<file path="src/rtl/uart_pkg.sv">
// Shared UART types: byte type, default end-of-message byte and holding-register state.
package uart_pkg;

    typedef logic [7:0] byte_t;

    localparam byte_t EOM_CHAR_DEFAULT = 8'h0A;

    typedef enum logic {
        ST_EMPTY = 1'b0,
        ST_FULL  = 1'b1
    } hold_state_t;

endpackage

</file>
<file path="src/rtl/uart_tx_arbiter_rr_pick.sv">
// Round-robin pick: one-hot winner among req, searching upward from index ptr with wrap.
module rr_pick #(
    parameter int unsigned N  = 2,
    parameter int unsigned PW = (N > 1) ? $clog2(N) : 1
) (
    input  logic [N-1:0]  req,
    input  logic [PW-1:0] ptr,
    output logic [N-1:0]  winner
);

    logic          found;
    logic [PW:0]   pos;

    // ptr < N and k < N, so one conditional subtract is enough for the wrap.
    always_comb begin
        winner = '0;
        found  = 1'b0;
        pos    = '0;
        for (int unsigned k = 0; k < N; k++) begin
            pos = {1'b0, ptr} + (PW + 1)'(k);
            if (pos >= (PW + 1)'(N)) begin
                pos = pos - (PW + 1)'(N);
            end
            if (!found && req[pos[PW-1:0]]) begin
                winner[pos[PW-1:0]] = 1'b1;
                found               = 1'b1;
            end
        end
    end

endmodule

</file>
<file path="src/rtl/uart_tx_arbiter.sv">
// Round-robin byte arbiter feeding a UART transmitter through a one-entry holding register.
// Define UART_ARB_LOCK_EN to keep a requester granted until it sends EOM_CHAR.
module uart_tx_arbiter
    import uart_pkg::*;
#(
    parameter int unsigned NUM_REQ  = 2,
    parameter byte_t       EOM_CHAR = EOM_CHAR_DEFAULT
) (
    input  logic                 clk,
    input  logic                 rst,
    input  logic [NUM_REQ*8-1:0] req_data,
    input  logic [NUM_REQ-1:0]   req_valid,
    output logic [NUM_REQ-1:0]   req_ready,
    output logic [7:0]           tx_data,
    output logic                 tx_valid,
    input  logic                 tx_ready,
    output logic [NUM_REQ-1:0]   grant
);

    localparam int unsigned PW = $clog2(NUM_REQ);

    hold_state_t        state;
    logic [PW-1:0]      last_winner;
    logic [PW-1:0]      start_ptr;
    logic [PW-1:0]      win_idx;
    logic [NUM_REQ-1:0] eligible;
    logic [NUM_REQ-1:0] winner;
    byte_t              win_byte;
    logic               can_accept;
    logic               accept;

    assign start_ptr = (last_winner == PW'(NUM_REQ - 1)) ? '0 : last_winner + 1'b1;

`ifdef UART_ARB_LOCK_EN
    logic               lock_on;
    logic [NUM_REQ-1:0] lock_mask;

    assign eligible = lock_on ? (req_valid & lock_mask) : req_valid;
`else
    assign eligible = req_valid;
`endif

    rr_pick #(
        .N  (NUM_REQ),
        .PW (PW)
    ) u_pick (
        .req    (eligible),
        .ptr    (start_ptr),
        .winner (winner)
    );

    // Refill is allowed in the same cycle the held byte leaves, so no bubble.
    assign can_accept = !rst && ((state == ST_EMPTY) || tx_ready);
    assign req_ready  = can_accept ? winner : '0;
    assign accept     = |req_ready;
    assign tx_valid   = (state == ST_FULL);

    always_comb begin
        win_idx  = '0;
        win_byte = '0;
        for (int unsigned i = 0; i < NUM_REQ; i++) begin
            if (winner[i]) begin
                win_idx  = PW'(i);
                win_byte = req_data[i*8 +: 8];
            end
        end
    end

    always_ff @(posedge clk or posedge rst) begin
        if (rst) begin
            state       <= ST_EMPTY;
            tx_data     <= '0;
            grant       <= '0;
            last_winner <= PW'(NUM_REQ - 1);
        end else if (accept) begin
            state       <= ST_FULL;
            tx_data     <= win_byte;
            grant       <= winner;
            last_winner <= win_idx;
        end else if ((state == ST_FULL) && tx_ready) begin
            state <= ST_EMPTY;
            grant <= '0;
        end
    end

`ifdef UART_ARB_LOCK_EN
    always_ff @(posedge clk or posedge rst) begin
        if (rst) begin
            lock_on   <= 1'b0;
            lock_mask <= '0;
        end else if (accept) begin
            lock_on   <= (win_byte != EOM_CHAR);
            lock_mask <= winner;
        end
    end
`endif

endmodule

</file>
<file path="config.mk">
export PLATFORM = sky130hd
export DESIGN_NAME = uart_tx_arbiter
export DESIGN_NICKNAME = d
export VERILOG_FILES = /design/src/rtl/uart_pkg.sv /design/src/rtl/uart_tx_arbiter_rr_pick.sv /design/src/rtl/uart_tx_arbiter.sv
export SDC_FILE = /design/constraint.sdc
export NUM_CORES = 1
export LEC_CHECK = 0
export ABC_AREA = 1
export CAP_MARGIN = 10
export CELL_PAD_IN_SITES_DETAIL_PLACEMENT = 0
export CELL_PAD_IN_SITES_GLOBAL_PLACEMENT = 1
export CORE_AREA = 2 2 54 56
export CTS_CLUSTER_DIAMETER = 30
export DETAILED_ROUTE_END_ITERATION = 10
export DIE_AREA = 0 0 56 58
export GPL_ROUTABILITY_DRIVEN = 0
export HOLD_SLACK_MARGIN = 0.05
export PLACE_DENSITY = 0.72
export SLEW_MARGIN = 20
export SYNTH_ARGS = -nofsm -noshare
export SYNTH_HDL_FRONTEND = slang
export SYNTH_SLANG_ARGS = --single-unit
export TNS_END_PERCENT = 100
</file>
<file path="constraint.sdc">
create_clock -name clk -period 1.4 [get_ports clk]
set_input_delay 0.28 -clock clk [delete_from_list [all_inputs] [get_ports clk]]
set_output_delay 0.28 -clock clk [all_outputs]
set_load 0.02 [all_outputs]
</file>
**Word level (Yosys, flattened, before mapping)**

Index checks and enable logic that the tools add are counted.

- Flip-flop bits (word level): 12
- Input bits: 21
- Output and inout port bits: 13
- Word-level logic and storage cells: 48

- Multiplexer cells: 22
- Magnitude comparators: 6
- Bitwise logic cells: 2
- Reductions and logical operators: 10
- Add/sub/neg operators: 4

Operators with widths:

| operator | count |
|---|---|
| $mux 8 | 2 |
| $mux 1 | 13 |
| $mux 2 | 5 |
| $logic_and 1x1->1 | 5 |
| $lt 1x2->1 const B | 2 |
| $add 1x1->2 const B | 1 |
| $demux 1 s1 | 2 |
| $ge 1x1->1 const B | 2 |
| $ge 1x2->1 const B | 1 |
| $ge 2x2->1 const B | 1 |
| $logic_not 1->1 | 2 |
| $or 2x2->2 | 1 |
| $reduce_bool 2->1 | 1 |
| $reduce_or 2->1 | 1 |
| $sub 1x1->1 const B | 2 |
| $add 1x1->1 const B | 1 |
| $logic_or 1x1->1 | 1 |
| $not 1->1 | 1 |

**Longest topological paths before layout**

Gate-level depths: netlist of run 1.

- Word-level depth: 14
- Depth in mapped cells: 9
- Mapped depth without buffers: 9

**Cells and area by module**

A second synthesis of run 1 with hierarchy kept.

- Cells, all modules: 86
- Area, all modules: 644.4 um^2

Modules (own cells, without submodules):

| module | sequential area each (um^2) | cells an instance | area each (um^2) | instances |
|---|---|---|---|---|
| uart_tx_arbiter | 301.5 | 81 | 624.3 | 1 |
| rr_pick | 0.0 | 5 | 20.0 | 1 |

**Worst setup path after synthesis of run 1**

Ideal clock, no wire load.

- Path type: input -> output
- Start: input port rst
- End: output port req_ready[0]
- Data required time: 1.120 ns
- Arrival time: 1.072 ns
- Setup slack: 0.048 ns
- Path buffers: 0
- Cell stages on the path: 3
- Cells stage by stage: inv_1 -> o21ai_0 -> nor2_1

- Longest elaborated chain between the ends: 3

RTL lines:

| element | RTL line | source |
|---|---|---|
| start: declaration | uart_tx_arbiter.sv:10 | `input logic rst,` |
| $logic_not 1->1 (no line) | - |  |
| $logic_and 1x1->1 | uart_tx_arbiter.sv:53 | `assign can_accept = !rst && ((state == ST_EMPTY) \|\| tx_ready);` |
| $mux 2 | uart_tx_arbiter.sv:54 | `assign req_ready = can_accept ? winner : '0;` |
| end: declaration | uart_tx_arbiter.sv:13 | `output logic [NUM_REQ-1:0] req_ready,` |

No other way between the ends.

**Final worst setup path of run 1**

- Start: register last_winner
- End: output port req_ready[0]

- Longest elaborated chain between the ends: 12
- Elaborated cells between the ends (all ways): 30
- Those cells by class: add/sub: 4; order compare: 6; mux: 15; bitwise: 1; reduce/logical: 4

RTL lines:

| element | RTL line | source |
|---|---|---|
| start: declaration | uart_tx_arbiter.sv:23 | `logic [PW-1:0] last_winner;` |
| start signal: assignment | uart_tx_arbiter.sv:74 | `last_winner <= PW'(NUM_REQ - 1);` |
| start signal: assignment | uart_tx_arbiter.sv:79 | `last_winner <= win_idx;` |
| $add 1x1->1 | uart_tx_arbiter.sv:32 | `assign start_ptr = (last_winner == PW'(NUM_REQ - 1)) ? '0 : last_winner + 1'b1;` |
| $mux 1 * | uart_tx_arbiter.sv:32 |  |
| $add 1x1->2, or another cell as far along | uart_tx_arbiter_rr_pick.sv:20 | `pos = {1'b0, ptr} + (PW + 1)'(k);` |
| $ge 2x2->1, or another cell as far along | uart_tx_arbiter_rr_pick.sv:21 | `if (pos >= (PW + 1)'(N)) begin` |
| $mux 1, or another cell as far along | uart_tx_arbiter_rr_pick.sv:21 |  |
| $lt 1x2->1 (implied by the code), or another cell as far along | uart_tx_arbiter_rr_pick.sv:25 | `winner[pos[PW-1:0]] = 1'b1;` |
| $logic_and 1x1->1 (implied by the code) / $mux 1 (equally long branches) | uart_tx_arbiter_rr_pick.sv:25 |  |
| $mux 1 (implied by the code) / $demux 1 s1 (equally long branches) | - |  |
| $demux 1 s1 / $mux 2 (equally long branches) | - |  |
| $or 2x2->2 (no line) | - |  |
| $mux 2 * | uart_tx_arbiter_rr_pick.sv:24 | `if (!found && req[pos[PW-1:0]]) begin` |
| $mux 2 * | uart_tx_arbiter.sv:54 |  |

Every way passes the cells marked *; elsewhere a longest branch is shown, timed or not. The select of a mux whose other input is x is not followed.

==> results of run 1 <==
## sequential cells by signal, indices dropped and copies added (netlist names)
register     flops
grant            2
tx_data          8
tx_valid         1
last_winner      1
## worst max path at each step
| stage | startpoint | endpoint | slack (ns) | cells after the start |
|---|---|---|---|---|
| after CTS | last_winner | req_ready[0] | -0.12 | 5 |
| final | last_winner | req_ready[0] | -0.10 | 5 |
| after detailed placement | tx_ready | req_ready[0] | -0.51 | 4 |
| after global routing | last_winner | req_ready[0] | -0.16 | 5 |
| after floorplan | rst | req_ready[0] | 0.05 | 3 |
| after global placement | rst | req_ready[0] | -0.49 | 5 |
## layout make-up
class / instances / area share
Clock buffer: 4 / 0.0229
Inverter: 7 / 0.0316
Multi-Input combinational cell: 67 / 0.293
Sequential cell: 12 / 0.263
Tap cell: 31 / 0.0338
Timing Repair Buffer: 44 / 0.356
## kinds of logic (layout without fill, tap and decap cells)
logic type	after synthesis	after routing	synth area share
simple gates	62	63	0.423
buf+inv	7	55	0.0532
flops	12	12	0.474
compound gates	4	4	0.0492
## per-layer routing
metal / vias to the layer above / track usage / wire, um
li1: 364 / - / -
met1: 303 / 0.110 / 679
met2: 16 / 0.207 / 950
met3: 2 / 0.0357 / 68
met4: 0 / 0.0408 / 27
met5: - / 0 / 0
## worst max-delay path, delay by kind of cell (launching register included)
kind,cells,cell delay (ns)
buf+inv,2,0.16
simple gates,3,0.26
flops,1,0.54
## power breakdown
group / total [uW] / leakage, uW / internal, uW / switching (uW)
sequential: 497 / 0.000150 / 449 / 47.5
clock: 225 / 0.0000150 / 110 / 114
combinational: 630 / 0.000461 / 276 / 354
## cell usage in the layout, fill, tap and decap left out
| master | instances |
|---|---|
| dfrtp_1 | 11 |
| buf_6 | 1 |
| inv_2 | 3 |
| dlymetal6s2s_1 | 1 |
| nand2_2 | 2 |
| clkbuf_1 | 1 |
| clkdlybuf4s50_1 | 19 |
| nand2_1 | 53 |
| dfstp_2 | 1 |
| nand2_4 | 2 |
| buf_12 | 1 |
| dlygate4sd2_1 | 10 |
| nor2_1 | 1 |
| inv_1 | 2 |
| a21oi_4 | 1 |
| inv_6 | 2 |
| clkbuf_2 | 1 |
| nor2_4 | 1 |
| nand4_1 | 2 |
| clkbuf_4 | 3 |
| buf_4 | 11 |
| o21ai_0 | 2 |
| o21ai_2 | 1 |
| nand2_8 | 2 |
## through the flow
| step | TNS (ns) | setup slack, ns | total power [uW] |
|---|---|---|---|
| 2_1_floorplan | 0 | 0.0477 | 819 |
| 3_3_place_gp | -2.75 | -0.486 | 1170 |
| 3_5_place_dp | -3.05 | -0.508 | 1180 |
| 4_1_cts | -0.141 | -0.118 | 1340 |
| 5_1_grt | -0.502 | -0.158 | 1440 |
| 6_report | -0.147 | -0.102 | 1350 |
## repair_timing
item	4_1_cts	5_1_grt
pin swaps	2	6
endpoints found under the setup margin	13	12
gates cloned	0	1
buffers inserted	0	0
gates resized for setup	23	11
==> qor.yml, run 1 <==
global_routing:
  grt_pass1_wl_mm: 2.68
  grt_max_degree: 13
  grt_usage: 0.109
  overflow: 0
  antenna_found_initial: 0
  grt_pass1_vias: 629
clocking:
  clk_transition_reported_paths_ns: 0.07
  clock_sinks: 12
  cts-root-buf: "clkbuf_4"
  insertion_delay_ns: 0.27
  cts_tree: "done"
  cts_max_level: 1
  clockBufferDepth: 2
  cts_hold_buffers: 0
  cts_inserted_buffers: 3
min_path:
  whs_endpoint: "tx_valid"
  hold_path_depth: 3
  hold_path.class: "in -> reg"
  min_from: "tx_ready"
synth:
  ys_types: 13
  synth_nets: 106
  synth_top_cell_area_share: 0.433
  synth.most_common_cell: "nand2_1"
  yosys_most_used_dff: "dfrtp_1"
  synth_commonest_cells: "nand2_1 (55), dfrtp_1 (11), inv_1 (3), o21ai_0 (3)"
  synthesis.area_sq_um: 636
  syn_inst: 85
  synth_top_area_cell: "dfrtp_1"
  ys_ff_latch: 12
  syn_area_per_cell_sq_um: 7.48
  netlist_top_cells_area: "dfrtp_1 (43%), nand2_1 (32%), dfstp_2 (4.1%), nand2_4 (3.5%), nand2_8 (3.1%)"
  yosysWarningCount: 0
  synth_edf_count: 0
  synth_seq_area_share: 0.474
  synthArstFlopShare: 1.00
worst_setup_path:
  cp_cell_sequence: "inv_2 -> nand2_2 -> nand2_2 -> nor2_4 -> buf_6"
  r2r-start: "last_winner"
  crit_path_frequent_cell: "nand2_2"
  crit_path_start_kind: "flip-flop"
  crit_required_ns: 1.12
  reg2reg_to: "tx_data[5]"
  ff2ff_path_depth: 10
  cpPeakStageDelay_ns: 0.54
  critPathArrivalTime_ns: 1.22
  crit_path_max_fanout: 2
  reg2reg_slack_ns: 0.02
  crit_path_top_delay_cell: "dfstp_2"
  cp-end-kind: "primary output"
  crit_type: "reg -> out"
drt:
  vias: 685
  route.detailed.drc: 0
  viasPerCell: 4.15
  wire_per_inst_um: 10.5
  drtAntennaViolNets: 0
  finalWirelength_mm: 1.73
  drtIter0Drc: 9
  dr.pass1.iters: 3
sta:
  relSlewSlack: 0.838
  finalMaxSlewViolations: 0
  clock_skew_ns: 0.00162
  fmax_ghz: 0.666
  post-route-period-util: 1.07
  min_period_ns: 1.50
  rsz0062_at_grt: "yes"
  worst_slew_pin_slew_ns: 0.242
  finalSetupViolations: 2
  hold_viol: 0
  setup_slack_ns: -0.102
  hold_slack_ns: 0.377
cells_and_area:
  n_fill_cell: 284
  fin_area_sq_um: 1150
  layout.core_utilization: 0.431
  multi_input_area_sq_um: 337
  instances_no_fill: 165
  layout-drive-gt1-share: 0.239
  nNetsFinal: 156
  antenna_cells: 0
  seq_area_sq_um: 302
  syn2layout_area_growth_pct: 80.7
floorplanning:
  ios: 34
  dieHeight_um: 58
  start_util: 0.239
  core_sq_um: 2660
  dieArea_sq_um: 3250
  core.rowCount: 19
  die_w_um: 56
pwr:
  power_density_nw_per_um2: 1180
  leakagePower_uw: 0.000626
  max-vdd-ir-drop_uv: 523
placement:
  dp_cells: 160
  dp_hpwl_mm: 1.35
  portBuffers: 33
  place_area_sq_um: 1100
run:
  maxCapViolCount: 0
status:
  run_status: "complete, but fails checks"
  violations: "negative setup slack"
(Power assumes the default switching activity.)
==> run 2, diff against run 1 <==
ABC_AREA = default   (was 1)
CAP_MARGIN = default   (was 10)
CORE_AREA = 2 2 50 52   (was 2 2 54 56)
CTS_BUF_LIST = sky130_fd_sc_hd__clkbuf_8   (was default)
DIE_AREA = 0 0 52 54   (was 0 0 56 58)
PLACE_DENSITY = 0.75   (was 0.72)
==> run 2 against run 1 <==
Net effect:
- the flow still finishes with violations (negative setup slack)
- non-clock buffer count rose by 3
- combinational power fell by 6.5%
- sequential cell count did not move
- critical path depth fell by 2
- routed wire length rose by 11%
- critical path type unchanged
==> qor.yml, run 2 <==
sta:
  rsz0062_at_grt: "yes"  # unchanged
  finalMaxSlewViolations: 0  # unchanged
  relSlewSlack: 0.827  # was 0.838
  min_period_ns: 1.58  # was 1.50 ns
  clock_skew_ns: 0.000576  # was 0.00162 ns
  fmax_ghz: 0.632  # was 0.666 GHz
  setup_slack_ns: -0.183  # was -0.102 ns
  hold_viol: 0  # unchanged
  post-route-period-util: 1.13  # was 1.07
  worst_slew_pin_slew_ns: 0.259  # was 0.242 ns
  finalSetupViolations: 10  # was 2
worst_setup_path:
  critPathArrivalTime_ns: 1.30  # was 1.22 ns
  crit_start: "last_winner"  # unchanged
  r2r-start: "tx_valid"  # was last_winner
  crit_path_max_fanout: 2  # unchanged
  crit_end: "req_ready[0]"  # unchanged
  reg2reg_slack_ns: -0.07  # was 0.02 ns
  ff2ff_path_depth: 5  # was 10
  crit_path_start_kind: "flip-flop"  # unchanged
  cp-end-kind: "primary output"  # unchanged
  crit_required_ns: 1.12  # about the same
  cpPeakStageDelay_ns: 0.54  # about the same
  crit_path_top_delay_cell: "dfstp_2"  # unchanged
  cp_cell_sequence: "nand2b_4 -> nor4b_4 -> buf_4"  # was inv_2 -> nand2_2 -> nand2_2 -> nor2_4 -> buf_6
  reg2reg_to: "tx_data[5]"  # unchanged
  crit_type: "reg -> out"  # unchanged
floorplanning:
  start_util: 0.268  # was 0.239
  dieHeight_um: 54  # was 58 um
  core_sq_um: 2320  # was 2660 sq um
  die_w_um: 52  # was 56 um
  dieArea_sq_um: 2810  # was 3250 sq um
  ios: 34  # unchanged
  core.rowCount: 18  # was 19
synth:
  synthArstFlopShare: 1.00  # unchanged
  syn_inst: 47  # was 85
  synth_nets: 68  # was 106
  syn_area_per_cell_sq_um: 13.2  # was 7.48 sq um
  synth_top_area_cell: "dfrtp_1"  # unchanged
  ys_types: 19  # was 13
  synth_commonest_cells: "dfrtp_1 (11), a32o_1 (8), mux2_2 (8)"  # was nand2_1 (55), dfrtp_1 (11), inv_1 (3), o21ai_0 (3)
  ys_ff_latch: 12  # unchanged
  synth_top_cell_area_share: 0.444  # was 0.433
  yosys_most_used_dff: "dfrtp_1"  # unchanged
  synthesis.area_sq_um: 621  # was 636 sq um
  synth_edf_count: 0  # unchanged
  netlist_top_cells_area: "dfrtp_1 (44%), mux2_2 (15%), a32o_1 (13%), dfstp_2 (4.2%), a31o_2 (2.8%)"  # was dfrtp_1 (43%), nand2_1 (32%), dfstp_2 (4.1%), nand2_4 (3.5%), nand2_8 (3.1%)
  synth_seq_area_share: 0.486  # was 0.474
  yosysWarningCount: 0  # unchanged
  synth.most_common_cell: "dfrtp_1"  # was nand2_1
global_routing:
  antenna_found_initial: 0  # unchanged
  grt_max_degree: 10  # was 13
  overflow: 0  # unchanged
  grt_pass1_vias: 560  # was 629
  grt_pass1_wl_mm: 2.71  # was 2.68 mm
  grt_usage: 0.138  # was 0.109
drt:
  viasPerCell: 4.71  # was 4.15
  finalWirelength_mm: 1.91  # was 1.73 mm
  drtAntennaViolNets: 0  # unchanged
  route.detailed.drc: 0  # unchanged
  dr.pass1.iters: 4  # was 3
  vias: 589  # was 685
  wire_per_inst_um: 15.3  # was 10.5 um
  drtIter0Drc: 11  # was 9
cells_and_area:
  final_cell_mix: "clkdlybuf4s50_1 (16), dlygate4sd2_1 (15), buf_4 (11)"  # was nand2_1 (53), clkdlybuf4s50_1 (19), dfrtp_1 (11), buf_4 (11), dlygate4sd2_1 (10)
  antenna_cells: 0  # unchanged
  largest-register: "tx_data"  # unchanged
  fin_area_sq_um: 1190  # was 1150 sq um
  layout-drive-gt1-share: 0.411  # was 0.239
  layout_commonest_cell: "clkdlybuf4s50_1"  # was nand2_1
  largest_register_ffs: 8  # unchanged
  nNetsFinal: 117  # was 156
  syn2layout_area_growth_pct: 91.5  # was 80.7%
  reg.largest.list: "tx_data: 8 flops, grant: 2 flops"  # unchanged
clocking:
  clockBufferDepth: 2  # unchanged
  cts_tree: "done"  # unchanged
  cts-root-buf: "clkbuf_8"  # was clkbuf_4
  clk_transition_reported_paths_ns: 0.06  # was 0.07 ns
  cts_max_level: 1  # unchanged
  cts_hold_buffers: 0  # unchanged
  insertion_delay_ns: 0.25  # was 0.27 ns
  clock_sinks: 12  # unchanged
  cts_inserted_buffers: 3  # unchanged
status:
  run_status: "complete, but fails checks"  # unchanged
  violations: "negative setup slack"  # unchanged
pwr:
  max-vdd-ir-drop_uv: 695  # was 523 uV
  leakagePower_uw: 0.000557  # was 0.000626 uW
  power_density_nw_per_um2: 1230  # was 1180 nW/um^2
  p_total_uw: 1460  # was 1350 uW
min_path:
  hold_path.class: "in -> async"  # was in -> reg
placement:
  dp_slack_ns: -0.768  # was -0.508 ns
  dp_hpwl_mm: 1.43  # was 1.35 mm
  portBuffers: 33  # unchanged
  place_area_sq_um: 1080  # was 1100 sq um
run:
  maxCapViolCount: 0  # unchanged
## run 2: cell types whose count changed after synthesis, sizes merged, moves of 2 or more
cell,previous run,this run
nand2,58,1
o31ai,0,2
buf,0,3
a31o,0,2
nand4,2,0
a32o,0,8
mux2,0,8
o21ai,3,0
inv,7,2
## run 2: power breakdown
group / leakage, uW / switching, uW / internal [uW]
combinational: 0.000382 / 261 / 328
clock: 0.0000288 / 143 / 249
sequential: 0.000146 / 47.2 / 432
total: 0.000557 / 450 / 1010
## run 2: worst max-delay path, delay by kind of cell (launching register included)
kind	cells	cell delay, ns
buffers and inverters	1	0.18
flip-flops	1	0.54
AND/OR/NAND/NOR	2	0.33
## run 2: logic make-up after synthesis
group,after synthesis,share of synthesized area
AOI/OAI and AO/OA,13,0.200
DFF,12,0.486
muxes,8,0.145
buffers and inverters,5,0.0403
and+or+nand+nor,9,0.129
## run 2: final cells by class
| cell class | count | area (sq um) |
|---|---|---|
| tap | 30 | 37.5 |
| timing repair buffer | 47 | 439 |
| fill | 209 | 1130 |
| sequential | 12 | 303 |
| clock buffer | 4 | 55.1 |
| inverter | 2 | 7.51 |
| multi-input combinational | 30 | 347 |
## run 2: repair_timing
item,4_1_cts,5_1_grt
buffers inserted,1,1
endpoints found under the setup margin,24,10
gates resized for setup,31,8
pin swaps,1,0
gates cloned,0,0
hold endpoints to repair,0,0
## run 2: metal layers
layer  share of wire  track usage  wire, um  up-vias
li1                -            -         -      281
met1            0.42        0.161       804      295
met2            0.55        0.230      1040       10
met3           0.017       0.0278        32        3
met4           0.016       0.0921        31        0
met5               0            0         0        -
## run 2: worst min path at each step
stage / from / endpoint / depth (start not counted)
global placement: tx_data[7] / tx_data[7] / 1
CTS: rst / tx_data[5] / 4
floorplan: rst / grant[0] / 2
detailed placement: tx_data[5] / tx_data[5] / 1
finish: rst / tx_data[5] / 4
global route: rst / tx_data[1] / 4
## run 2: through the flow
step	hold slack, ns	TNS (ns)	utilization	std cells
after floorplan	0.329	-0.145	-	47
after global placement	0.490	-6.83	0.467	119
after detailed placement	0.501	-7.05	0.467	119
after CTS	0.402	-1.21	0.496	124
after global routing	0.439	-1.30	0.512	125
final	0.396	-0.866	0.512	125
==> run 3, diff against run 2 <==
SLEW_MARGIN = default   (was 20)
==> results of run 3 <==
Same layout as run 2: the final DEF is identical, and so are final timing and power.
